<file path="src/rtl/object_renderer_if.sv">
// object_renderer_if -- raster, descriptor and pixel-output bundle for object_renderer.
//
// Groups every object_renderer signal except clk/rst.
//   master : raster timing generator / object module side (drives scan + descriptor)
//   slave  : object_renderer side (consumes scan + descriptor, drives pixel results)
// Signals:
//   hcount, vcount      raster column/row (CW bits)
//   video_on            visible-area qualifier
//   frame_start         one-cycle pulse on the first clock of a frame
//   obj_*               object descriptor (position, size, offsets, color)
//   bg_opaque           background layer non-empty, aligned with hcount/vcount
//   pix_color, pix_hit  composited pixel and object-hit flag (2-clock latency)
//   collision           object overlapped opaque background in the previous frame
//   pix_count           object pixels drawn in the previous frame
interface object_renderer_if #(
    parameter int unsigned CW = 11
);
    logic [CW-1:0] hcount;
    logic [CW-1:0] vcount;
    logic          video_on;
    logic          frame_start;
    logic [31:0]   obj_vStartPos;
    logic [31:0]   obj_hStartPos;
    logic [31:0]   obj_width;
    logic [31:0]   obj_height;
    logic [31:0]   obj_vOffset;
    logic [31:0]   obj_hOffset;
    logic [3:0]    obj_color;
    logic          bg_opaque;
    logic [3:0]    pix_color;
    logic          pix_hit;
    logic          collision;
    logic [31:0]   pix_count;

    modport master (
        output hcount, vcount, video_on, frame_start,
        output obj_vStartPos, obj_hStartPos, obj_width, obj_height,
        output obj_vOffset, obj_hOffset, obj_color, bg_opaque,
        input  pix_color, pix_hit, collision, pix_count
    );

    modport slave (
        input  hcount, vcount, video_on, frame_start,
        input  obj_vStartPos, obj_hStartPos, obj_width, obj_height,
        input  obj_vOffset, obj_hOffset, obj_color, bg_opaque,
        output pix_color, pix_hit, collision, pix_count
    );
endinterface

</file>
<file path="src/rtl/object_renderer.sv">
// object_renderer -- draws one rectangular object over the raster and reports per-frame stats.
//
// Ports:
//   clk  pixel clock
//   rst  asynchronous active-low reset
//   bus  object_renderer_if.slave (scan inputs, object descriptor, pixel results)
// Parameters:
//   BG_COLOR  color shown where the object is not drawn
//   CW        width of hcount/vcount (at most 32)
// Build option:
//   OBJ_RENDER_BORDER_EN  when defined, the outermost rows/columns of the object are drawn
//                         with the inverted object color; hit/count/collision are unaffected.
//
// Pipeline: stage 1 registers the hit test, stage 2 registers the composited pixel, so scan
// inputs reach pix_color/pix_hit two clocks later. The descriptor is shadowed on frame_start.
module object_renderer #(
    parameter logic [3:0]  BG_COLOR = 4'h0,
    parameter int unsigned CW       = 11
) (
    input logic              clk,
    input logic              rst,
    object_renderer_if.slave bus
);

    typedef enum logic [0:0] {StWaitFrame, StActive} state_e;

    state_e state_q, state_d;

    // Shadowed descriptor
    logic [31:0] top_q, left_q, width_q, height_q;
    logic [3:0]  color_q;

    // Stage 1
    logic        s1_hit_q, s1_bg_q;
    logic [3:0]  s1_color_q;
    logic        s1_hit_d;
    logic [3:0]  s1_color_d;

    // Stage 2 / outputs
    logic        pix_hit_q, s2_bg_q;
    logic [3:0]  pix_color_q;

    // Frame statistics
    logic [31:0] cnt_q, cnt_d;
    logic        sticky_q, sticky_d;
    logic [31:0] pix_count_q;
    logic        collision_q;

    // Hit test with 33-bit end bounds so regions past 2^32 clip instead of wrapping
    logic [32:0] h_ext, v_ext;
    logic [32:0] left_end, top_end;
    logic        in_h, in_v;

    assign h_ext    = 33'(bus.hcount);
    assign v_ext    = 33'(bus.vcount);
    assign left_end = {1'b0, left_q} + {1'b0, width_q};
    assign top_end  = {1'b0, top_q} + {1'b0, height_q};
    assign in_h     = (h_ext >= {1'b0, left_q}) && (h_ext < left_end);
    assign in_v     = (v_ext >= {1'b0, top_q}) && (v_ext < top_end);

    always_comb begin
        state_d = state_q;
        if (state_q == StWaitFrame && bus.frame_start) begin
            state_d = StActive;
        end
    end

    always_comb begin
        s1_hit_d   = (state_q == StActive) && bus.video_on && in_h && in_v;
        s1_color_d = color_q;
`ifdef OBJ_RENDER_BORDER_EN
        if ((h_ext == {1'b0, left_q}) || (h_ext + 33'd1 == left_end) ||
            (v_ext == {1'b0, top_q})  || (v_ext + 33'd1 == top_end)) begin
            s1_color_d = ~color_q;
        end
`endif
    end

    // Statistics: the hit visible in the frame_start cycle belongs to the new frame
    always_comb begin
        cnt_d    = cnt_q;
        sticky_d = sticky_q;
        if (bus.frame_start) begin
            cnt_d    = {31'b0, pix_hit_q};
            sticky_d = pix_hit_q && s2_bg_q;
        end else begin
            if (pix_hit_q && cnt_q != 32'hFFFF_FFFF) begin
                cnt_d = cnt_q + 32'd1;
            end
            if (pix_hit_q && s2_bg_q) begin
                sticky_d = 1'b1;
            end
        end
    end

    always_ff @(posedge clk or negedge rst) begin
        if (!rst) begin
            state_q <= StWaitFrame;
        end else begin
            state_q <= state_d;
        end
    end

    always_ff @(posedge clk or negedge rst) begin
        if (!rst) begin
            top_q    <= '0;
            left_q   <= '0;
            width_q  <= '0;
            height_q <= '0;
            color_q  <= '0;
        end else if (bus.frame_start) begin
            top_q    <= bus.obj_vStartPos + bus.obj_vOffset;
            left_q   <= bus.obj_hStartPos + bus.obj_hOffset;
            width_q  <= bus.obj_width;
            height_q <= bus.obj_height;
            color_q  <= bus.obj_color;
        end
    end

    always_ff @(posedge clk or negedge rst) begin
        if (!rst) begin
            s1_hit_q    <= 1'b0;
            s1_bg_q     <= 1'b0;
            s1_color_q  <= '0;
            pix_hit_q   <= 1'b0;
            s2_bg_q     <= 1'b0;
            pix_color_q <= BG_COLOR;
        end else begin
            s1_hit_q    <= s1_hit_d;
            s1_bg_q     <= bus.bg_opaque;
            s1_color_q  <= s1_color_d;
            pix_hit_q   <= s1_hit_q;
            s2_bg_q     <= s1_bg_q;
            pix_color_q <= s1_hit_q ? s1_color_q : BG_COLOR;
        end
    end

    always_ff @(posedge clk or negedge rst) begin
        if (!rst) begin
            cnt_q       <= '0;
            sticky_q    <= 1'b0;
            pix_count_q <= '0;
            collision_q <= 1'b0;
        end else begin
            cnt_q    <= cnt_d;
            sticky_q <= sticky_d;
            if (bus.frame_start) begin
                pix_count_q <= cnt_q;
                collision_q <= sticky_q;
            end
        end
    end

    assign bus.pix_color = pix_color_q;
    assign bus.pix_hit   = pix_hit_q;
    assign bus.pix_count = pix_count_q;
    assign bus.collision = collision_q;

endmodule

</file>
<file path="src/flat_wrapper.sv">
// flat-port wrapper written by rule: the top's interface ports become plain ports
module object_renderer_flat 
#(
    parameter logic [3:0]  BG_COLOR = 4'h0,
    parameter int unsigned CW       = 11
)
  (clk, rst, bus_hcount, bus_vcount, bus_video_on, bus_frame_start, bus_obj_vStartPos, bus_obj_hStartPos, bus_obj_width, bus_obj_height, bus_obj_vOffset, bus_obj_hOffset, bus_obj_color, bus_bg_opaque, bus_pix_color, bus_pix_hit, bus_collision, bus_pix_count);
  object_renderer_if #(.CW(CW)) bus_i ();
  input logic clk;
  input logic rst;
  input wire logic [$bits(bus_i.hcount)-1:0] bus_hcount;
  input wire logic [$bits(bus_i.vcount)-1:0] bus_vcount;
  input wire logic [$bits(bus_i.video_on)-1:0] bus_video_on;
  input wire logic [$bits(bus_i.frame_start)-1:0] bus_frame_start;
  input wire logic [$bits(bus_i.obj_vStartPos)-1:0] bus_obj_vStartPos;
  input wire logic [$bits(bus_i.obj_hStartPos)-1:0] bus_obj_hStartPos;
  input wire logic [$bits(bus_i.obj_width)-1:0] bus_obj_width;
  input wire logic [$bits(bus_i.obj_height)-1:0] bus_obj_height;
  input wire logic [$bits(bus_i.obj_vOffset)-1:0] bus_obj_vOffset;
  input wire logic [$bits(bus_i.obj_hOffset)-1:0] bus_obj_hOffset;
  input wire logic [$bits(bus_i.obj_color)-1:0] bus_obj_color;
  input wire logic [$bits(bus_i.bg_opaque)-1:0] bus_bg_opaque;
  output wire logic [$bits(bus_i.pix_color)-1:0] bus_pix_color;
  output wire logic [$bits(bus_i.pix_hit)-1:0] bus_pix_hit;
  output wire logic [$bits(bus_i.collision)-1:0] bus_collision;
  output wire logic [$bits(bus_i.pix_count)-1:0] bus_pix_count;
  assign bus_i.hcount = bus_hcount;
  assign bus_i.vcount = bus_vcount;
  assign bus_i.video_on = bus_video_on;
  assign bus_i.frame_start = bus_frame_start;
  assign bus_i.obj_vStartPos = bus_obj_vStartPos;
  assign bus_i.obj_hStartPos = bus_obj_hStartPos;
  assign bus_i.obj_width = bus_obj_width;
  assign bus_i.obj_height = bus_obj_height;
  assign bus_i.obj_vOffset = bus_obj_vOffset;
  assign bus_i.obj_hOffset = bus_obj_hOffset;
  assign bus_i.obj_color = bus_obj_color;
  assign bus_i.bg_opaque = bus_bg_opaque;
  assign bus_pix_color = bus_i.pix_color;
  assign bus_pix_hit = bus_i.pix_hit;
  assign bus_collision = bus_i.collision;
  assign bus_pix_count = bus_i.pix_count;
  object_renderer #(.BG_COLOR(BG_COLOR), .CW(CW)) u_core (.clk(clk), .rst(rst), .bus(bus_i));
endmodule
</file>
<file path="config.mk">
export PLATFORM = sky130hd
export DESIGN_NAME = object_renderer_flat
export DESIGN_NICKNAME = d
export VERILOG_FILES = /design/src/rtl/object_renderer_if.sv /design/src/rtl/object_renderer.sv /design/src/flat_wrapper.sv
export SDC_FILE = /design/constraint.sdc
export NUM_CORES = 1
export LEC_CHECK = 0
export CELL_PAD_IN_SITES_DETAIL_PLACEMENT = 0
export CELL_PAD_IN_SITES_GLOBAL_PLACEMENT = 2
export CORE_UTILIZATION = 34
export DETAILED_ROUTE_END_ITERATION = 10
export PLACE_DENSITY_LB_ADDON = 0.1
export SLEW_MARGIN = 40
export SYNTH_ARGS = -nofsm -noshare
export SYNTH_HDL_FRONTEND = slang
export SYNTH_SLANG_ARGS = --single-unit
export TNS_END_PERCENT = 1
</file>
<file path="constraint.sdc">
create_clock -name clk -period 4.65 [get_ports clk]
set_input_delay 0.465 -clock clk [delete_from_list [all_inputs] [get_ports clk]]
set_output_delay 0.465 -clock clk [all_outputs]
set_load 0.005 [all_outputs]
</file>
=== Word-level counts from Yosys, hierarchy flattened ===
Index checks and enable logic that the tools add are counted.

* Register bits: 211
* Bits of input ports: 223
* Output and inout port bits: 38
* Logic and storage cells: 42

* $add $sub $neg: 5
* Magnitude comparators: 4
* Equal/unequal tests: 1
* Multiplexer cells: 5
* Bitwise gates (word level): 1
* Reductions and logical operators: 10

{| class="wikitable"
|+ Operators with widths
! kind !! number
|-
| 32-bit by 32-bit adder with 33-bit output || 2
|-
| 11-bit by 33-bit < comparator with 1-bit output || 2
|-
| 32-bit adder || 2
|-
| 11-bit by 32-bit greater-or-equal comparator with 1-bit output || 2
|-
| 32-bit two-way mux || 2
|-
| 32-bit by 1-bit adder with 32-bit output, second input constant || 1
|-
| 32-bit != test, second input constant || 1
|-
| 1-bit logical AND || 8
|-
| 4-bit two-way mux || 1
|-
| 2-bit nonzero test || 2
|-
| 1-bit two-way mux || 2
|-
| 1-bit NOT || 1
|}

=== Longest topological paths before layout ===
Gate-level depths: netlist of run 1.

* Depth in word-level cells: 5
* Mapped depth: 21
* Gate-level depth less buffers: 21

=== Least setup slack after synthesis of run 1 ===
No wires, ideal clock.

* Path type: register to register
* From: register u_core.left_q[0]
* To: register u_core.s1_hit_q
* Library setup time: 140 ps
* Arrival: 3854 ps
* Data required time: 4510 ps
* Setup slack: 656 ps
* Stages on the path, launching flop included: 22
* Buffers on the path: 0
* Clock period less this slack: 3994 ps
* Path through: dfrtp_1 -> ha_1 -> inv_1 -> fa_1 -> nor2b_1 -> o2111ai_1 -> nand2_1 -> or2_2 -> a31oi_1 -> xor2_1 -> ha_1 -> o21ai_0 -> nand2b_1 -> a21oi_1 -> nor4b_1 -> nand4_1 -> a211o_1 -> a2111oi_4 -> o2111ai_1 -> or4_1 -> nor4_1 -> a311oi_1

* Longest elaborated chain between the ends: 5
* Elaborated cells on any way between the ends: 6
* Those cells by class: add/sub: 1; order compare: 2; reduce/logical: 3

{| class="wikitable"
|+ RTL lines
! element !! line !! RTL
|-
| start: declaration || object_renderer.sv:30 || <nowiki>logic [31:0] top_q, left_q, width_q, height_q;</nowiki>
|-
| start signal: assignment || object_renderer.sv:113 || <nowiki>left_q <= bus.obj_hStartPos + bus.obj_hOffset;</nowiki>
|-
| 32-bit by 32-bit adder with 33-bit output || object_renderer.sv:56 || <nowiki>assign left_end = {1'b0, left_q} + {1'b0, width_q};</nowiki>
|-
| 11-bit by 33-bit < comparator with 1-bit output || object_renderer.sv:58 || <nowiki>assign in_h = (h_ext >= {1'b0, left_q}) && (h_ext < left_end);</nowiki>
|-
| 1-bit logical AND * || object_renderer.sv:58 ||
|-
| 1-bit logical AND * (2 in series) || object_renderer.sv:69 || <nowiki>s1_hit_d = (state_q == StActive) && bus.video_on && in_h && in_v;</nowiki>
|-
| named net u_core.s1_hit_d || object_renderer.sv:36 || <nowiki>logic s1_hit_d;</nowiki>
|-
| end signal: assignment || object_renderer.sv:129 || <nowiki>s1_hit_q <= s1_hit_d;</nowiki>
|-
| end: declaration || object_renderer.sv:34 || <nowiki>logic s1_hit_q, s1_bg_q;</nowiki>
|}

Mark *: on every way through the listed nets, which the timed path passes. The rest lies on a longest branch.
A chain may end at the register's enable or synchronous reset.

=== Final worst setup path of run 1 ===
Same ends and word-level chain as after synthesis.

==> flow_metrics.tcl, run 1 <==
set metrics [dict create \
    cts_buffers 27 \
    r2r_slack_ps 320 \
    clockRootBuffer "clkbuf_16" \
    synth_edf_count 0 \
    dieArea_um2 46900 \
    grt_overflow 0 \
    rows 78 \
    ir_worst_vdd_uv 290 \
    cp.required_ps 5080 \
    worst_ep_arrival_time_ps 4750 \
    ys_ff_latch 211 \
    via_per_inst 5.29 \
    finClkSkew_ps 19.3 \
    start_kind "register" \
    fillers 4505 \
    drc 0 \
    coreArea_um2 45400 \
    area_delta_synth_final_pct 26.9 \
    period_needed_ps 4330 \
    synth_cell_types 80 \
    grt_pass1_wl_mm 74.8 \
    ys.flop_type "dfrtp_1" \
    drt-wirelength-per-cell_um 18.6 \
    hold_viol_final 0 \
    io_buffer_count 260 \
    maxSlewViolCount 0 \
    power.density_nw_per_um2 376 \
    multi_input_comb_area_um2 9960 \
    gp_congestion 0.871 \
    tightestPinTransition_ps 795 \
    cap_violations 0 \
    drive_gt1_share_pct 12.1 \
    firstDrtPassIters 5 \
    ant_nets 0 \
    dieWidth_um 217 \
    finalCritPeriodShare_pct 93.0 \
    synth_area_leaders "dfrtp_1 34%, ha_1 14%, mux2_2 10%" \
    hold-worst-slack_ps 333 \
    clk_latency_ps 570 \
    wirelength_mm 46.9 \
    clk_path_buf_depth 3 \
    start_util_pct 34.5 \
    synth_top_cell_by_area "dfrtp_1" \
    ys_seq_area_share_pct 33.7 \
    critPathCaptureType "register" \
    antenna_found_initial 3 \
    synth_area_um2 15700 \
    rsz0062_at_grt "false" \
    vias 13320 \
    synth_common_cells "211 x dfrtp_1, 169 x ha_1, 139 x mux2_2" \
    fmax_ghz 0.231 \
    tns_ps 0 \
    htree_levels 1 \
    setup_violations 0 \
    grt_pass1_vias 13499 \
    synth_most_common_cell "dfrtp_1" \
    die_h_um 217 \
    cts.clk_slew.worst_paths_ps 60 \
    cts.sinks 211 \
    synth_async_sr_flop_share_pct 100 \
    io_pins 261 \
    critical_path_class "register to register" \
    grt_usage_pct 19.9 \
    grt_max_degree 102 \
    critPathMaxFanout 3 \
    synth_warnings 0 \
    nNetsFinal 2292 \
    syn_nets 2041 \
    register_area_um2 5280 \
    leakagePower_nw 8.59 \
    status "complete, no violations" \
    dp_hpwl_mm 37.0 \
    relSlewSlack_pct 46.5 \
    drt_iter0_drc 751 \
    synth_area_per_cell_um2 9.52 \
    reg2reg_depth 21 \
    yosys.area.top_type_share_pct 33.7 \
    synth_cells 1645 \
    cts_tree "built" \
    hold_path_class "input pin to register" \
    min_path_cells 1 \
]
power breakdown:
group	switching, mW	total (mW)	internal, mW	leakage, nW
clock network	0.875	2.12	1.24	0.449
registers	0.177	2.21	2.03	2.63
logic	1.75	3.14	1.39	5.51
critical path, cell delays in order (launching register included):
cell and delay (ps):
dfrtp_1 400, ha_2 200, inv_1 70, fa_2 210, nor2b_1 60, o2111ai_1 190, nand2_1 110, or2_2 330
a31oi_2 210, xor2_1 100, ha_2 310, o21ai_0 70, nand2b_1 70, a21oi_1 80, nor4b_2 250, nand4_1 130
a211o_1 290, a2111oi_4 190, o2111ai_1 160, or4_1 500, nor4_2 190, a311oi_1 80
timing repair:
item | in CTS | in global routing
hold buffers | 1 | 0
buffers inserted | 0 | 1
endpoints found under the hold margin | 38 | 0
endpoints found under the setup margin | 0 | 1
resized for setup | 0 | 8
path summary, 6_finish.rpt:
path | start | endpoint
max in group asynchronous | rst | u_core.bus.pix_count[23]
worst min-delay path | bus_bg_opaque | u_core.s1_bg_q
worst min register to register | u_core.s1_bg_q | u_core.s2_bg_q
worst max register to register | u_core.left_q[0] | u_core.s1_hit_q
min in group asynchronous | rst | u_core.left_q[20]
worst max-delay path | u_core.left_q[0] | u_core.s1_hit_q
cells by family (layout without fill, tap and decap cells):
| family | after synthesis | count (layout) | synth area share [%] |
|---|---|---|---|
| AO/OA/AOI/OAI | 450 | 450 | 18.7 |
| XOR/XNOR | 108 | 108 | 6.04 |
| adder cells (fa/ha/maj) | 173 | 173 | 14.0 |
| buffers and inverters | 113 | 385 | 2.92 |
| flip-flops | 211 | 211 | 33.7 |
| multiplexers | 150 | 150 | 10.7 |
| other | 0 | 2 | 0 |
| AND/OR/NAND/NOR | 440 | 440 | 13.9 |
through the flow:
| step | instances | setup WS (ps) | cell area, um^2 | utilization (%) | power (mW) |
|---|---|---|---|---|---|
| 2_1_floorplan | 1645 | 656 | 15700 | - | 4.38 |
| 3_3_place_gp | 2464 | 245 | 18900 | 41.6 | 5.35 |
| 3_5_place_dp | 2465 | 45.2 | 18900 | 41.7 | 5.35 |
| 4_1_cts | 2516 | 41.2 | 19800 | 43.7 | 7.53 |
| 5_1_grt | 2519 | 5.22 | 19900 | 43.8 | 8.01 |
| 6_report | 2519 | 325 | 19900 | 43.8 | 7.46 |
area by class of cell:
type | count | area share [%]
sequential | 211 | 26.6
tap | 600 | 3.78
multi-input combinational | 1321 | 50.1
antenna | 2 | 0.0252
timing repair buffer | 272 | 13.8
inverter | 63 | 1.19
clock buffer | 39 | 3.98
clock inverter | 11 | 0.516
placed cells by master (no fill, tap or decap), drive strengths merged, types with 13 or more instances in the layout:
cell type / n
clkdlybuf4s50: 258
dfrtp: 211
ha: 169
mux2: 139
a21oi: 131
nor2: 119
o21ai: 107
nand2: 100
inv: 65
xnor2: 62
a21o: 54
xor2: 46
clkbuf: 40
nand3: 38
nand4: 33
nand2b: 26
nor3: 24
nor4: 20
nor2b: 18
o21bai: 18
and2: 15
o21a: 15
a211oi: 15
or3: 14
and3: 13
layer usage:
metal  routed length, um  GRT usage [%]  share of wire [%]
met3                1600           2.51                3.4
met1               22600           27.9                 48
met2               21700           32.5                 46
met5                  12              0              0.026
met4                 950           4.79                2.0
flip-flops by register name (all words and copies together), names as in the netlist, 4 cells and up:
| register | cells |
|---|---|
| u_core.top_q | 32 |
| u_core.left_q | 32 |
| u_core.width_q | 32 |
| u_core.color_q | 4 |
| u_core.s1_color_q | 4 |
| u_core.bus.pix_color | 4 |
| u_core.bus.pix_count | 32 |
| u_core.height_q | 32 |
| u_core.cnt_q | 32 |
(Power assumes the default switching activity.)
==> run 2: changes to the inputs <==
TNS_END_PERCENT = not set   (was 1)
==> results of run 2 <==
Final layout, timing and power as in run 1 (identical DEF).
==> run 3: changes to the inputs <==
SKIP_CTS_REPAIR_TIMING = 1   (was not set)
==> run 3 against run 2 <==
  * Register-to-register slack barely moved
  * First-iteration DRC count fell by 0.93%
  * Setup slack got worse by 12 ps
  * Flip-flop and latch count did not move
  * Hold slack barely moved
  * Clock skew barely moved
  * Sequential share of layout area did not move
  * Critical endpoint unchanged
==> flow_metrics.tcl, run 3 (synthesized netlist as in run 1, its figures left out) <==
set metrics [dict create \
    cp_top_family "simple AND/OR/NAND/NOR gates" \
    dieWidth_um 217 \
    io_buffer_count 260 \
    drc 0 \
    maxSlewViolCount 0 \
    final_core_util_pct 43.8 \
    clk_path_buf_depth 3 \
    rr_startpoint "u_core.left_q[0]" \
    die_h_um 217 \
    cap_violations 0 \
    wirelength_mm 46.9 \
    io_pins 261 \
    finClkSkew_ps 19.3 \
    grt_overflow 0 \
    cts.sinks 211 \
    nNetsFinal 2292 \
    period_needed_ps 4340 \
    critPathMaxFanout 3 \
    drt-wirelength-per-cell_um 18.6 \
    leakagePower_nw 8.59 \
    status "complete, no violations" \
    path_depth 21 \
    met3_usage_pct 2.51 \
    drt_iter0_drc 744 \
    cp.required_ps 5080 \
    hold_viol_final 0 \
    fillers 4505 \
    clockRootBuffer "clkbuf_16" \
    rows 78 \
    tightestPinTransition_ps 842 \
    area_delta_synth_final_pct 26.9 \
    power.density_nw_per_um2 376 \
    final_common_cell "clkdlybuf4s50_1" \
    relSlewSlack_pct 43.3 \
    critical_path_class "register to register" \
    start_util_pct 34.5 \
    rsz0062_at_grt "false" \
    ir_worst_vdd_uv 290 \
    dieArea_um2 46900 \
    final_cell_mix "258 x clkdlybuf4s50_1, 211 x dfrtp_1, 167 x ha_1" \
    r2r-end "u_core.s1_hit_q" \
    grt_max_degree 102 \
    firstDrtPassIters 5 \
    gr-usage-met1_pct 27.9 \
    tns_ps 0 \
    crit_buf_inv 1 \
    cts_tree "built" \
    busiest_layer "met2" \
    setup_violations 0 \
    coreArea_um2 45400 \
    worstPathCellList "ha_2 > inv_1 > fa_2 > nor2b_1 > o2111ai_1 > nand2_1 > or2_2 > a31oi_2 > xor2_1 > ha_2 > o21ai_0 > nand2b_1 > a21oi_1 > nor4b_2 > nand4_1 > a211o_1 > a2111oi_4 > o2111ai_1 > or4_1 > nor4_2 > a311oi_1" \
    crit_path_end "u_core.s1_hit_q" \
    via_per_inst 5.28 \
    cts_buffers 27 \
    hold_path_class "input pin to register" \
    clk_latency_ps 570 \
    start_kind "register" \
    worst_ep_arrival_time_ps 4760 \
    critPathCaptureType "register" \
    htree_levels 1 \
    antenna_found_initial 3 \
    drive_gt1_share_pct 12.1 \
    met2_usage_pct 32.5 \
    vias 13303 \
    grt_pass1_wl_mm 74.8 \
    slowest_delay_ps 500 \
    fmax_ghz 0.231 \
    cts.clk_slew.worst_paths_ps 60 \
    ant_nets 0 \
    r2r_slack_ps 310 \
    grt_pass1_vias 13496 \
    reg2reg_depth 21 \
    dp_hpwl_mm 37.0 \
    grt_usage_pct 19.9 \
    finalCritPeriodShare_pct 93.3 \
    slowest_stage "or4_1" \
    cp-startpoint "u_core.left_q[0]" \
    gp_congestion 0.871 \
]
## run 3: worst reg2reg max path, cell delays in order, from the launching register on
cell       delay, ps
dfrtp_1          400
ha_2             200
inv_1             70
fa_2             210
nor2b_1           60
o2111ai_1        200
nand2_1          110
or2_2            330
a31oi_2          210
xor2_1           100
ha_2             310
o21ai_0           70
nand2b_1          70
a21oi_1           80
nor4b_2          250
nand4_1          130
a211o_1          290
a2111oi_4        190
o2111ai_1        150
or4_1            500
nor4_2           200
a311oi_1          80
## run 3: power breakdown
part | internal [mW] | total [mW] | switching [mW]
clock network | 1.24 | 2.12 | 0.876
logic | 1.39 | 3.14 | 1.75
registers | 2.03 | 2.21 | 0.178
total | 4.66 | 7.47 | 2.81
## run 3: worst min-delay path by stage
stage	start	to	slack (ps)	cells past startpoint
after floorplan	rst	u_core.bus.collision	170	0
after global placement	u_core.s1_bg_q	u_core.s2_bg_q	340	0
after detailed placement	u_core.s1_bg_q	u_core.s2_bg_q	340	0
after CTS	rst	u_core.height_q[31]	-230	1
after global routing	bus_bg_opaque	u_core.s1_bg_q	300	1
final	bus_bg_opaque	u_core.s1_bg_q	330	1
## run 3: final cells by class
cell class	instances	area [um^2]	share of cell area (%)
Sequential cell	211	5280	26.6
Inverter	63	236	1.19
Tap cell	600	751	3.78
Antenna cell	2	5.00	0.0252
Multi-Input combinational cell	1321	9960	50.1
Clock inverter	11	103	0.516
Timing Repair Buffer	272	2750	13.8
Clock buffer	39	791	3.98
## run 3: stage by stage
step | area [um^2] | hold slack (ps) | cells | power, mW | setup WS, ps
after global routing | 19900 | 300 | 2519 | 8.01 | 5.22
after floorplan | 15700 | 169 | 1645 | 4.38 | 656
after detailed placement | 18900 | 342 | 2465 | 5.35 | 45.2
after CTS | 19800 | -230 | 2515 | 7.53 | 41.2
final | 19900 | 333 | 2519 | 7.47 | 313
after global placement | 18900 | 337 | 2464 | 5.35 | 245
## run 3: metal layers
layer	vias up	wire length [um]	part of all wire [%]
met5	-	12	0.026
met4	2	942	2.0
met3	57	1570	3.3
met2	246	21700	46
met1	6408	22700	48
li1	6590	-	-
